--- src/rtl/ram_arbiter.sv ---
// Purpose: round-robin arbiter sharing one synchronous RAM port between the CPU and the loader.
// Latency: request sampled in IDLE at cycle n -> write ack at n+2, read ack (with data) at n+3.
// Backpressure: req/ack handshake; a requester holds req and its operands until ack, losers wait in place.
//
// Ports:
//   clk, rst                      rising-edge clock, asynchronous active-high reset
//   cpu_req/we/addr/wdata         CPU request and operands, held until cpu_ack
//   cpu_ack, cpu_rdata            CPU completion pulse and read data (held until next CPU read ack)
//   ldr_req/we/addr/wdata         loader request and operands, held until ldr_ack
//   ldr_ack, ldr_rdata            loader completion pulse and read data (held until next loader read ack)
//   ram_oe, ram_we                RAM read strobe / write enable, only ever high in ISSUE
//   ram_addr, ram_wdata           RAM address and write data, zero outside ISSUE
//   ram_rdata                     RAM read data, one cycle after ram_oe
//   busy                          high whenever the FSM is not in IDLE
//   owner                         current/last grant: 0 = CPU, 1 = loader
module ram_arbiter #(
    parameter int word_width = 16,
    parameter int addr_width = 10
) (
    input  logic                  clk,
    input  logic                  rst,

    input  logic                  cpu_req,
    input  logic                  cpu_we,
    input  logic [addr_width-1:0] cpu_addr,
    input  logic [word_width-1:0] cpu_wdata,
    output logic                  cpu_ack,
    output logic [word_width-1:0] cpu_rdata,

    input  logic                  ldr_req,
    input  logic                  ldr_we,
    input  logic [addr_width-1:0] ldr_addr,
    input  logic [word_width-1:0] ldr_wdata,
    output logic                  ldr_ack,
    output logic [word_width-1:0] ldr_rdata,

    output logic                  ram_oe,
    output logic                  ram_we,
    output logic [addr_width-1:0] ram_addr,
    output logic [word_width-1:0] ram_wdata,
    input  logic [word_width-1:0] ram_rdata,

    output logic                  busy,
    output logic                  owner
);

    typedef enum logic [1:0] {
        IDLE  = 2'd0,
        ISSUE = 2'd1,
        RWAIT = 2'd2,
        ACK   = 2'd3
    } state_t;

    state_t state;

    // Grant decision, only consumed in IDLE. On a tie the requester that did
    // not own the previous access wins, so held requests strictly alternate.
    logic                  grant_ldr;
    logic                  any_req;
    logic                  sel_we;
    logic [addr_width-1:0] sel_addr;
    logic [word_width-1:0] sel_wdata;

    always_comb begin
        any_req   = cpu_req | ldr_req;
        grant_ldr = ldr_req & (~cpu_req | ~owner);
        sel_we    = grant_ldr ? ldr_we    : cpu_we;
        sel_addr  = grant_ldr ? ldr_addr  : cpu_addr;
        sel_wdata = grant_ldr ? ldr_wdata : cpu_wdata;
    end

    // Single-process FSM with all outputs registered. The RAM strobes are
    // loaded on the IDLE->ISSUE edge so they are high during ISSUE only, and
    // the operands are latched there so later requester changes are ignored.
    always_ff @(posedge clk or posedge rst) begin
        if (rst) begin
            state     <= IDLE;
            owner     <= 1'b1;  // last grant = loader, so the CPU wins the first tie
            busy      <= 1'b0;
            cpu_ack   <= 1'b0;
            ldr_ack   <= 1'b0;
            cpu_rdata <= '0;
            ldr_rdata <= '0;
            ram_oe    <= 1'b0;
            ram_we    <= 1'b0;
            ram_addr  <= '0;
            ram_wdata <= '0;
        end else begin
            case (state)
                IDLE: begin
                    if (any_req) begin
                        owner     <= grant_ldr;
                        busy      <= 1'b1;
                        ram_we    <= sel_we;
                        ram_oe    <= ~sel_we;
                        ram_addr  <= sel_addr;
                        ram_wdata <= sel_wdata;
                        state     <= ISSUE;
                    end
                end

                ISSUE: begin
                    ram_we    <= 1'b0;
                    ram_oe    <= 1'b0;
                    ram_addr  <= '0;
                    ram_wdata <= '0;
                    if (ram_we) begin
                        // Write is committed at the end of this cycle; ack next.
                        if (owner) ldr_ack <= 1'b1;
                        else       cpu_ack <= 1'b1;
                        state <= ACK;
                    end else begin
                        state <= RWAIT;
                    end
                end

                RWAIT: begin
                    // RAM data is valid now; capture it so it lines up with the ack.
                    if (owner) begin
                        ldr_rdata <= ram_rdata;
                        ldr_ack   <= 1'b1;
                    end else begin
                        cpu_rdata <= ram_rdata;
                        cpu_ack   <= 1'b1;
                    end
                    state <= ACK;
                end

                ACK: begin
                    cpu_ack <= 1'b0;
                    ldr_ack <= 1'b0;
                    busy    <= 1'b0;
                    state   <= IDLE;
                end

                default: begin
                    state <= IDLE;
                end
            endcase
        end
    end

endmodule

--- config.mk ---
export PLATFORM = sky130hd
export DESIGN_NAME = ram_arbiter
export DESIGN_NICKNAME = d
export VERILOG_FILES = /design/src/rtl/ram_arbiter.sv
export SDC_FILE = /design/constraint.sdc
export NUM_CORES = 1
export LEC_CHECK = 0
export ABC_CLOCK_PERIOD_IN_PS = 6800
export CORE_MARGIN = 1.5
export CORE_UTILIZATION = 44
export CTS_CLUSTER_SIZE = 25
export DETAILED_ROUTE_END_ITERATION = 16
export PLACE_DENSITY_LB_ADDON = 0.05
export SLEW_MARGIN = 5
export SYNTH_ARGS = -nofsm -noshare
export SYNTH_HDL_FRONTEND = slang
export SYNTH_SLANG_ARGS = --single-unit
--- constraint.sdc ---
create_clock -name clk -period 6.8 [get_ports clk]
set_input_delay 2.04 -clock clk [delete_from_list [all_inputs] [get_ports clk]]
set_output_delay 2.04 -clock clk [all_outputs]
set_load 0.1 [all_outputs]
==> reports/summary.txt, run 1 <==
Outcome - finished, final reports clean
Pre-CTS setup slack - 2800 ps
Multi-input gate area - 0.00107 sq mm
Detailed Routing Iterations Pass 1 - 4
Core footprint - 0.00631 sq mm
Non-Filler Instances - 424
Vias in the first global route - 2246
Min cycle time layout - 4140 ps
Antenna-violating nets left - 0
Via density - 5.24
Cells after Synth - 206
Yosys synthesis warning count - 0
Final GP Congestion - 0.776
I/O Pins - 138
Worst-Skew Late Latency - 330 ps
First-pass GRT wire length - 11.4 mm
Vias - 2222
CP max FO - 9
Arrival @ worst endpoint - 2100 ps
Area grow syn2layout - 56.5%
CP bufs+invs - 1
HPWL Detailed - 4.85 mm
Clk sinks - 66
Largest family of logic cells by synthesized area - compound AO/OA/AOI/OAI gates
Fillers - 497
Register cell area after layout - 0.00165 sq mm
Fmax - 241 MHz
Path category of the worst min-delay check - reg2reg
Seq/Total Area, Yosys - 58.1%
Xor/xnor cell area share of the yosys netlist - 0%
Initial antenna violation count - 0
Slowest cell delay on critical path - 1160 ps
Row count - 29
Critical path class - reg2out
Post-CTS Setup Bufs - 0
Final Slew Violations - 0
CTS H-Tree Depth - 3
Width of the die - 83.4 microns
Total CTS buffers - 9
Synth unique cells - 32
DIE AREA - 0.00695 sq mm
Slew margin rel. - 28.2%
Reg clk slew, reported paths - 70 ps
CP Cell Sequence - clkdlybuf4s50_1
Post-Syn Nets - 285
# Max-Cap Violations - 0
Initial drt markers - 87
Cell Area, Synth - 0.00284 sq mm
Fin Clk Skew - 6.84 ps
Grt ovf - 0
Period utilization - 61.0%
Synth Register Bits - 66
Mux share of post-synthesis cell area - 12.7%
Final core occ - 70.5%
Post-synthesis adder-cell area fraction - 2.20%
Fraction of layout cells with a size suffix above 1 - 17.9%
Maximum clock insertion buffer count - 2
Synth Area in Compound Gates - 13.7%
Nets@finish - 421
Final setup viols - 0
CTS tree - yes
Height of the die - 83.4 microns
Initial Utilization - 45.0%
# DRC - 0
Post-Place Cells - 408
# hold bufs at CTS - 0
Worst Slack Setup Final - 2660 ps
Post-Syn Area per Cell - 13.8 sq um
Sum Neg Setup Slack - 0 ps
Largest net degree at the start of global routing - 67
PortBufs - 137
Worst slew pin tran - 1080 ps
Routed WL per cell - 16.2 microns
Worst EP required - 4760 ps
Post-Synth Simple-Gate Area - 9.11%
Root buf cell - clkbuf_8
CP Launch Type - register
Final Hold Viols - 0
N_diodes - 0
Total GRT Usage - 21.2%
Slowest-stage cell, CP - clkdlybuf4s50_1
CTS resizes - 0
Unrepaired setup endpoints after global routing - no
Final WL - 6.87 mm
CP endpoint kind - primary output
CP top delay family - buffers and inverters
==> kinds of logic after synthesis <==
family | Yosys count
buffers and inverters | 21
AND/OR/NAND/NOR | 40
flip-flops | 66
multiplexers | 32
adder cells (fa/ha/maj) | 5
AO/OA/AOI/OAI | 42
==> registers in the layout (all words and copies together), names as in the netlist, 2 cells and up <==
register and count:
cpu_rdata 16, ldr_rdata 16, ram_wdata 16, ram_addr 10, state 2
==> layer usage <==
metal,global-route usage (%),wire (microns),vias to the layer above
li1,-,-,1048
met1,26.6,2790,1054
met2,32.5,3260,105
met3,7.65,649,15
met4,10.5,164,0
met5,0,0,-
==> worst paths after layout <==
| kind | from | slack, ps | cells past startpoint | to |
|---|---|---|---|---|
| min in group asynchronous | rst | 2250 | 3 | cpu_rdata[4]$_DFFE_PP0P_ |
| max in group asynchronous | rst | 4020 | 3 | ldr_rdata[11]$_DFFE_PP0P_ |
| setup / recovery | owner$_DFFE_PP1P_ | 2660 | 1 | owner |
| hold / removal | ram_oe$_DFFE_PP0P_ | 500 | 1 | ram_oe$_DFFE_PP0P_ |
| hold reg to reg | ram_oe$_DFFE_PP0P_ | 500 | 1 | ram_oe$_DFFE_PP0P_ |
| setup reg to reg | state[0]$_DFFE_PP0P_ | 3770 | 5 | ram_wdata[15]$_DFFE_PP0P_ |
==> cells in the mapped netlist (all sizes together) <==
cell     n  share of area [%]
clkbuf   4               0.53
dfrtp   65                 57
nand2b   2               0.44
and2     1               0.22
inv      7               0.92
a21o     1               0.26
nor2     1               0.13
ha       5                2.2
a31oi    3               0.66
o21ai    3               0.92
nor2b    3               0.75
o22ai    1               0.22
a21boi   1               0.40
dfstp    1               0.92
a22oi    1               0.26
a221o   27                9.8
mux2    32                 13
buf     10                2.8
a21oi    3               0.53
a211oi   1               0.26
nor3b    2               0.92
or3b     1               0.31
nand2    3               0.40
a32o     1               0.35
and3    27                5.9
==> layout make-up <==
type                       instances  share of cell area (%)
sequential                        66                    37.1
timing repair buffer             139                    31.1
multi-input combinational        119                    24.1
clock buffer                      11                    3.18
tap                               77                    2.16
clock inverter                     5                    1.74
inverter                           7                   0.590
==> placed cells by master (no fill, tap or decap), types with 2 or more instances in the layout <==
master / instances
clkdlybuf4s50_1: 137
a221o_1: 20
clkbuf_8: 10
bufinv_16: 2
o21ai_0: 2
a31oi_1: 3
ha_1: 5
inv_1: 6
nand2b_1: 2
dfrtp_1: 65
nand2_1: 3
a221o_2: 7
clkinv_2: 2
buf_4: 2
mux2_2: 32
a21oi_1: 3
and3_1: 27
nor2b_1: 2
==> per-stage QoR <==
stage               hold WS [ps]  area [sq um]
CTS                          501          4450
global route                 513          4450
detailed placement           472          4230
global placement             460          4230
finish                       498          4450
floorplan                    613          2840
Power of run 1 is not shown: default switching activity piles up to over one toggle a cycle in this logic, so the estimate is an artifact.
==> inputs of run 2 (changes only) <==
--- a/config.mk
+++ b/config.mk
@@ -5,9 +5,9 @@
 export SDC_FILE = /design/constraint.sdc
 export NUM_CORES = 1
 export LEC_CHECK = 0
-export ABC_CLOCK_PERIOD_IN_PS = 6800
+export ABC_CLOCK_PERIOD_IN_PS = 4300
 export CORE_MARGIN = 1.5
-export CORE_UTILIZATION = 44
+export CORE_UTILIZATION = 41
 export CTS_CLUSTER_SIZE = 25
 export DETAILED_ROUTE_END_ITERATION = 16
 export PLACE_DENSITY_LB_ADDON = 0.05
==> constraint.sdc (replaced) <==
create_clock -name clk -period 4.3 [get_ports clk]
set_input_delay 1.29 -clock clk [delete_from_list [all_inputs] [get_ports clk]]
set_output_delay 1.29 -clock clk [all_outputs]
set_load 0.1 [all_outputs]
==> run 2 against run 1 <==
Sequential share of layout area shrank 0.083 points; flip-flop and latch count is the same; routed wire length grew 1.2%; non-clock buffer count grew 3; worst setup slack lost 1700 ps; worst hold slack lost 13 ps; core utilization shrank 4.5 points; critical path type unchanged.
==> reports/summary.txt, run 2 (synthesis gave the netlist of run 1 again) <==
Outcome - finished, final reports clean
Grt ovf - 0
Most common cell after layout, fill and taps aside - clkdlybuf4s50_1
Final setup viols - 0
Slowest-stage cell, CP - clkdlybuf4s50_1
Stages on the worst setup path - 1
Unrepaired setup endpoints after global routing - no
WHS Path Cells - 1
DIE AREA - 0.00745 sq mm
Path category of the worst min-delay check - reg2reg
Area grow syn2layout - 56.9%
Initial Utilization - 42.1%
N_diodes - 0
PortBufs - 137
Worst slew pin tran - 1040 ps
Height of the die - 86.3 microns
Row count - 30
Detailed Routing Iterations Pass 1 - 4
Reg clk slew, reported paths - 70 ps
Sum Neg Setup Slack - 0 ps
Clk sinks - 66
CP Launch Type - register
Fraction of layout cells with a size suffix above 1 - 18.9%
Slowest cell delay on critical path - 1150 ps
Worst-Skew Late Latency - 330 ps
Total CTS buffers - 9
Final WL - 6.95 mm
CTS resizes - 0
Antenna-violating nets left - 0
Final Hold Viols - 0
Nets@finish - 424
Arrival @ worst endpoint - 2100 ps
CP bufs+invs - 1
Min cycle time layout - 3390 ps
CTS tree - yes
Root buf cell - clkbuf_8
Final GP Congestion - 0.720
Vias in the first global route - 2288
Core footprint - 0.00676 sq mm
Reg2Reg Depth - 7
CTS H-Tree Depth - 3
Most frequent cells in the layout - 137 x clkdlybuf4s50_1, 65 x dfrtp_1, 32 x mux2_2, 27 x and3_1, 20 x a221o_1
# Max-Cap Violations - 0
# DRC - 0
Critical path class - reg2out
Initial antenna violation count - 0
Fmax - 295 MHz
Width of the die - 86.3 microns
Initial drt markers - 87
Fillers - 559
Total GRT Usage - 19.3%
Via density - 5.26
Post-CTS Setup Bufs - 0
Period utilization - 78.8%
Final Slew Violations - 0
Routed WL per cell - 16.2 microns
Maximum clock insertion buffer count - 2
Slew margin rel. - 30.4%
Multi-input gate area - 0.00107 sq mm
HPWL Detailed - 4.87 mm
Top Registers - cpu_rdata (16), ldr_rdata (16), ram_wdata (16)
# hold bufs at CTS - 0
Fin Clk Skew - 5.25 ps
CP endpoint kind - primary output
Register cell area after layout - 0.00165 sq mm
I/O Pins - 138
Worst EP required - 3010 ps
CP Cell Sequence - clkdlybuf4s50_1
CP max FO - 9
Vias - 2260
Largest net degree at the start of global routing - 37
First-pass GRT wire length - 11.0 mm
CP top delay family - buffers and inverters
==> run 2: changes by cell type in the layout (fill, tap and decap cells not counted), sizes merged <==
cell      previous run  this run
buf                  2         5
bufinv               2         1
clkinv               2         5
clkinvlp             1         0
inv                  7         8
clkbuf              11         9
==> run 2: layout make-up <==
type | instances | share of cell area (%)
clock buffers | 9 | 2.78
clock inverters | 7 | 1.77
inverters | 7 | 0.589
multi-input cells | 119 | 24.0
flip-flops and latches | 66 | 37.0
well taps | 80 | 2.24
repair buffers | 142 | 31.6
==> run 2: path summary, 6_finish.rpt <==
path | to | slack [ps] | from
max | owner | 910 | owner$_DFFE_PP1P_
min | busy$_DFFE_PP0P_ | 480 | busy$_DFFE_PP0P_
max reg2reg | ram_addr[7]$_DFFE_PP0P_ | 2150 | state[0]$_DFFE_PP0P_
min reg2reg | busy$_DFFE_PP0P_ | 480 | busy$_DFFE_PP0P_
max in group asynchronous | owner$_DFFE_PP1P_ | 2130 | rst
min in group asynchronous | ram_wdata[13]$_DFFE_PP0P_ | 1400 | rst
==> run 2: stage by stage <==
stage                     worst slack [ps]  utilization (%)  hold slack (ps)  cell area, sq um  instances
after floorplan                       1360                -              613              2840        206
after global placement                1220             63.0              462              4260        414
after detailed placement              1200             63.0              479              4260        414
after CTS                              894             66.0              491              4460        430
after global routing                   853             66.0              515              4460        430
final                                  913             66.0              484              4460        430
==> run 2: layer usage <==
| metal | wire [microns] | track usage [%] | share of wire (%) | vias to the layer above |
|---|---|---|---|---|
| li1 | - | - | - | 1061 |
| met1 | 2910 | 23.5 | 42 | 1095 |
| met2 | 3320 | 31.5 | 48 | 94 |
| met3 | 614 | 6.86 | 8.8 | 10 |
| met4 | 102 | 7.92 | 1.5 | 0 |
| met5 | 0 | 0 | 0 | - |
Power of run 2 is left out for the same reason.
